File: src/rtl/led_driver_pkg.sv
// led_driver_pkg: shared types and elaboration-time helpers for the LED pulse
// stretcher and its millisecond tick prescaler.
//   state_t       per-channel hold state (IDLE, HOLD)
//   tick_cycles() clock cycles per 1 ms tick
//   cnt_width()   bits needed for a counter holding 0..max_val (minimum 1)
package led_driver_pkg;

  typedef enum logic [0:0] {
    IDLE = 1'b0,
    HOLD = 1'b1
  } state_t;

  function automatic int unsigned tick_cycles(input int unsigned clk_hz);
    return clk_hz / 1000;
  endfunction

  function automatic int unsigned cnt_width(input int unsigned max_val);
    return (max_val < 1) ? 1 : $clog2(max_val + 1);
  endfunction

endpackage

File: src/rtl/ms_tick_gen.sv
// ms_tick_gen: free-running 1 ms prescaler. Counts 0..TICK_CYCLES-1 and wraps.
//   clk   in   system clock
//   reset in   synchronous, active-high; clears the prescaler to 0
//   tick  out  combinational, high in the last cycle of each 1 ms period
//              (permanently high when TICK_CYCLES == 1)
module ms_tick_gen
  import led_driver_pkg::*;
#(
  parameter int unsigned CLK_HZ = 50_000_000
) (
  input  logic clk,
  input  logic reset,
  output logic tick
);

  localparam int unsigned TC = tick_cycles(CLK_HZ);
  localparam int unsigned PW = cnt_width(TC - 1);

  logic [PW-1:0] cnt_q, cnt_d;

  assign tick = (cnt_q == PW'(TC - 1));

  always_comb begin
    cnt_d = tick ? '0 : cnt_q + PW'(1);
  end

  always_ff @(posedge clk) begin
    if (reset) cnt_q <= '0;
    else       cnt_q <= cnt_d;
  end

endmodule

File: src/rtl/led_pulse_stretcher.sv
// led_pulse_stretcher: turns single-cycle event pulses into fixed-length,
// human-visible LED pulses. One retriggerable hold channel per LED, all sharing
// one 1 ms tick.
//   clk      in   system clock
//   reset    in   synchronous, active-high; aborts every pulse
//   trigger  in   [CHANNELS] start / retrigger (reloads HOLD_MS)
//   cancel   in   [CHANNELS] immediate stop, beats a coincident trigger
//   led      out  [CHANNELS] registered LED drive
//   busy     out  registered, high while any channel is in HOLD
// Optional build macro LED_BLINK_EN: LEDs blink with a BLINK_MS half-period
// while holding instead of staying steadily on (busy ignores the blink phase).
module led_pulse_stretcher
  import led_driver_pkg::*;
#(
  parameter int unsigned CHANNELS = 18,
  parameter int unsigned CLK_HZ   = 50_000_000,
  parameter int unsigned HOLD_MS  = 250,
  parameter int unsigned BLINK_MS = 50
) (
  input  logic                clk,
  input  logic                reset,
  input  logic [CHANNELS-1:0] trigger,
  input  logic [CHANNELS-1:0] cancel,
  output logic [CHANNELS-1:0] led,
  output logic                busy
);

  localparam int unsigned RW = cnt_width(HOLD_MS);

  logic                tick;
  logic [CHANNELS-1:0] hold_d;
  logic [CHANNELS-1:0] led_d;
  logic [CHANNELS-1:0] led_q;
  logic                busy_q;

  ms_tick_gen #(
    .CLK_HZ(CLK_HZ)
  ) u_tick (
    .clk  (clk),
    .reset(reset),
    .tick (tick)
  );

  for (genvar g = 0; g < CHANNELS; g++) begin : g_ch
    state_t        state_q, state_d;
    logic [RW-1:0] rem_q, rem_d;

    always_comb begin
      state_d = state_q;
      rem_d   = rem_q;
      if (cancel[g]) begin
        state_d = IDLE;
        rem_d   = '0;
      end else if (trigger[g]) begin
        // Retrigger wins over a coincident tick: full reload, no decrement.
        state_d = HOLD;
        rem_d   = RW'(HOLD_MS);
      end else if (state_q == HOLD && tick) begin
        if (rem_q == RW'(1)) begin
          state_d = IDLE;
          rem_d   = '0;
        end else begin
          rem_d = rem_q - RW'(1);
        end
      end
    end

    always_ff @(posedge clk) begin
      if (reset) begin
        state_q <= IDLE;
        rem_q   <= '0;
      end else begin
        state_q <= state_d;
        rem_q   <= rem_d;
      end
    end

    // Outputs are registered from next state so the LED follows the
    // trigger by exactly one cycle.
    assign hold_d[g] = (state_d == HOLD);

`ifdef LED_BLINK_EN
    localparam int unsigned BW = cnt_width(BLINK_MS);

    logic [BW-1:0] blink_q, blink_d;
    logic          phase_q, phase_d;

    always_comb begin
      blink_d = blink_q;
      phase_d = phase_q;
      if (!cancel[g]) begin
        if (trigger[g]) begin
          phase_d = 1'b1;
          blink_d = BW'(BLINK_MS);
        end else if (state_q == HOLD && tick) begin
          if (blink_q == BW'(1)) begin
            phase_d = ~phase_q;
            blink_d = BW'(BLINK_MS);
          end else begin
            blink_d = blink_q - BW'(1);
          end
        end
      end
    end

    always_ff @(posedge clk) begin
      if (reset) begin
        blink_q <= BW'(BLINK_MS);
        phase_q <= 1'b1;
      end else begin
        blink_q <= blink_d;
        phase_q <= phase_d;
      end
    end

    assign led_d[g] = hold_d[g] & phase_d;
`else
    assign led_d[g] = hold_d[g];
`endif
  end

  always_ff @(posedge clk) begin
    if (reset) begin
      led_q  <= '0;
      busy_q <= 1'b0;
    end else begin
      led_q  <= led_d;
      busy_q <= |hold_d;
    end
  end

  assign led  = led_q;
  assign busy = busy_q;

endmodule

File: config.mk
export PLATFORM = sky130hd
export DESIGN_NAME = led_pulse_stretcher
export DESIGN_NICKNAME = d
export VERILOG_FILES = /design/src/rtl/led_driver_pkg.sv /design/src/rtl/ms_tick_gen.sv /design/src/rtl/led_pulse_stretcher.sv
export SDC_FILE = /design/constraint.sdc
export NUM_CORES = 1
export LEC_CHECK = 0
export ABC_CLOCK_PERIOD_IN_PS = 2520
export BUFFER_PORTS_ARGS = -buffer_cell sky130_fd_sc_hd__buf_4
export CORE_ASPECT_RATIO = 0.7
export CORE_MARGIN = 10
export CORE_UTILIZATION = 55
export CTS_CLUSTER_SIZE = 25
export DETAILED_ROUTE_END_ITERATION = 6
export GPL_TIMING_DRIVEN = 0
export HOLD_SLACK_MARGIN = 0.06
export PLACE_DENSITY = 0.76
export SYNTH_ARGS = -nofsm -noshare
export SYNTH_HDL_FRONTEND = slang
export SYNTH_HIERARCHICAL = 1
export SYNTH_SLANG_ARGS = --single-unit
File: constraint.sdc
create_clock -name clk -period 2.52 [get_ports clk]
set_input_delay 0.378 -clock clk [delete_from_list [all_inputs] [get_ports clk]]
set_output_delay 0.378 -clock clk [all_outputs]
set_load 0.01 [all_outputs]
==> summary.txt <==
Logic synthesis
  – Count leader, synth: dfxtp_1
  – Leading cell types by count after synthesis: dfxtp_1 (179), a21oi_1 (144), nor2_1 (144)
  – Simple-Gate Fraction of Synth Area: 28.27%
  – Synth Register Bits: 179
  – Area leader, netlist: dfxtp_1
  – Mapped Area: 9522 um^2
  – Yosys warns: 6
  – Main combinational cell family by area after synthesis: simple AND/OR/NAND/NOR gates
  – Yosys cell types: 67
  – Seq/Total Area, Yosys: 37.63%
  – Compound-Gate Fraction of Synth Area: 18.75%
  – Mean Syn Cell Area: 8.090 um^2
  – Top cells by area, synth: dfxtp_1 (38%), a21oi_1 (7.6%), nor3_1 (5.8%)
  – Post-synthesis cell count: 1177
  – Syn nets: 1252
  – Post-synth EDFFs: 0
  – Synth top area share: 37.63%
  – Synth async-reset ratio: 0%
  – Prevailing post-synth register cell: dfxtp_1
  – Area share of fa/ha/maj cells after synthesis: 4.862%
  – Synth Area in XOR/XNOR: 1.472%
  – Mux cell area share after synthesis: 3.180%

Floorplan
  – Die height: 130.1 um
  – Die ar.: 23060 um^2
  – # rows: 40
  – I/O Pins: 57
  – Die W: 177.3 um
  – CORE AREA: 17070 um^2
  – Starting Density: 55.79%

Drt
  – Post-detailed-route wirelength per cell: 16.71 um
  – DRT Pass-1 Iters: 5
  – DR vias/cell: 6.038
  – Via Count: 9100
  – Routed Antenna Nets: 0
  – First DRT Iteration DRCs: 942
  – DRC Markers: 0
  – Total wire length after detailed routing: 25.18 mm

Timing
  – Setup Skew: 5.347 ps
  – Max-slew violations: 0
  – Final Hold Vio Count: 0
  – Worst slew pin tran: 1115 ps
  – Count of final setup violators: 33
  – RSZ-0062 raised after global routing: yes
  – FMAX: 367.3 MHz
  – Relative slew slack: 24.59%
  – Final Cycle Share: 108.0%
  – Min Hold Slack: 133.8 ps
  – PnR worst setup slack: -202.5 ps
  – Min Tclk post-route: 2722 ps

Critical path
  – Worst path arrival time: 3080 ps
  – CP Max Fanout: 7
  – CP startpoint kind: flip-flop
  – Crit path kind: flip-flop to flip-flop
  – CP Capture Type: flip-flop
  – WP data required: 2870 ps

Finish
  – # diodes: 0
  – Fraction of layout cells with a size suffix above 1: 20.45%
  – # fillers: 1358
  – Final net count: 1339
  – Syn-to-layout area delta: 22.71%

Run
  – Maxcap violations: 0

Power and ir drop
  – Internal power: 0.004898 W
  – Sw Ratio: 24.08%
  – Pwr dens: 552.3 nW/um^2
  – Clock network power share: 43.4%
  – Combinational cell fraction of total power: 9.2%
  – Pleak: 4.380 nW
  – Net Switching: 0.001554 W
  – Maximum VDD drop: 0.4045 mV
  – Seq pwr share: 47.5%

Clock tree
  – Root buf cell: clkbuf_16
  – Worst-Skew Late Latency: 430 ps
  – Clk sinks: 179
  – CTS tree: yes
  – Num CTS Buffers: 17
  – Clock Path Buffers: 2
  – Htree depth: 4
  – CTS clk-pin slew, worst paths: 60 ps

GRT
  – Met1 Use GR: 29.45%
  – Layer with the highest usage: met2
  – Initial antenna violation count: 0
  – Global-route met3 utilization: 4.850%
  – Met2 usage: 31.29%
  – Largest net degree at the start of global routing: 17
  – All-Layer GR Usage: 20.96%
  – Global-route wire length before repair: 39.98 mm
  – Overflow after GRT: 0
  – Vias in the first global route: 8152

Place
  – Dpl hpwl: 16.28 mm
  – Dpl ws: -1148 ps
  – GPL Wtd Cong: 0.9037
  – Port Buffers: 49

Outcome
  – Failing checks: negative setup slack
  – Outcome: finished, violations left

Min path
  – Hold/Removal Path Class: primary input to flip-flop
[state kept, by name, indices dropped and copies added, names as in the netlist]
| register | cells |
|---|---|
| busy | 1 |
| g_ch.state_q | 1 |
| g_ch.rem_q | 144 |
| led | 17 |
| u_tick/cnt_q | 16 |
[per-stage QoR]
stage          utilization, %  cells  cell area [um^2]  TNS [ps]  total power (W)
6_report                68.46   1507             11680     -2394         0.006452
4_1_cts                 66.21   1496             11300     -4698         0.006441
3_5_place_dp            59.85   1457             10210    -51440         0.003647
2_1_floorplan               -   1177              9558    -30.05         0.003455
3_3_place_gp            59.85   1457             10210    -48070         0.003633
5_1_grt                 68.46   1507             11680     -9441         0.006683
[worst paths after layout]
check	start	endpoint	slack, ps	cells past startpoint
worst max register to register	u_tick/cnt_q[11]	g_ch[9].rem_q[5]	-200	8
worst max-delay path	u_tick/cnt_q[11]	g_ch[9].rem_q[5]	-200	8
worst min register to register	u_tick/cnt_q[0]	u_tick/cnt_q[0]	470	1
worst min-delay path	trigger[16]	g_ch[16].rem_q[0]	130	2
[area by class of cell]
class / count / area, um^2 / area share (%)
timing repair buffer: 71 / 571.8 / 4.894
buffer: 57 / 377.9 / 3.234
sequential: 179 / 3587 / 30.70
inverter: 60 / 229.0 / 1.960
clock buffer: 21 / 460.4 / 3.941
clock inverter: 10 / 156.4 / 1.339
tap: 231 / 289.0 / 2.474
multi-input combinational: 878 / 6012 / 51.46
[what timing repair did]
item / CTS / global route
buffers inserted: 10 / 12
hold buffers: 0 / 0
setup endpoints to repair: 122 / 106
pin swaps: 12 / 18
gates resized for setup: 87 / 60
cloned: 0 / 1
[power groups by stage]
stage / Clock [W] / Sequential [W] / Combinational [W]
after floorplan: 0 / 0.00307 / 0.000382
after global placement: 0 / 0.00310 / 0.000536
after detailed placement: 0 / 0.00310 / 0.000548
after CTS: 0.00282 / 0.00305 / 0.000570
after global routing: 0.00295 / 0.00308 / 0.000658
final: 0.00280 / 0.00306 / 0.000591
[worst max-delay path: stages (launching register included)]
cell and delay (ps):
dfxtp_2 330, or4b_4 550, nor4_4 180, buf_6 230, buf_4 170, nand2_2 100
or4b_4 510, or4_1 420, a31oi_1 170
[layout by cell type (no fill, tap or decap), types with 8 or more instances in the layout]
cell type / instances
clkbuf_16: 17
buf_4: 83
o21ai_0: 28
or4_1: 9
a21o_1: 12
clkbuf_1: 23
dfxtp_1: 176
nand2_2: 8
nor3_4: 8
nor3_2: 11
nand2_1: 44
nor2_1: 142
xnor2_1: 14
buf_1: 8
or2_2: 17
buf_6: 8
a211oi_1: 15
nand4_1: 9
mux2i_1: 28
nor3_1: 92
nand2b_1: 9
nor2b_1: 11
a311oi_1: 11
nor4b_1: 14
ha_1: 36
nand3_1: 12
a31oi_1: 25
or3_1: 16
a21oi_1: 140
or4_4: 8
inv_1: 59
nor4_1: 21
[cells by family after synthesis]
| family | after synthesis |
|---|---|
| and+or+nand+nor | 504 |
| adders and majority gates | 37 |
| muxes | 30 |
| xor gates and xnor gates | 16 |
| buffers and inverters | 121 |
| AOI/OAI and AO/OA | 290 |
| DFF | 179 |
[routing by layer]
layer  wire length [um]  share of wire [%]
met3               1771                7.0
met2              11110                 44
met5                  0                  0
met1              11880                 47
met4                414                1.6
Power figures use the tool's default switching activity.
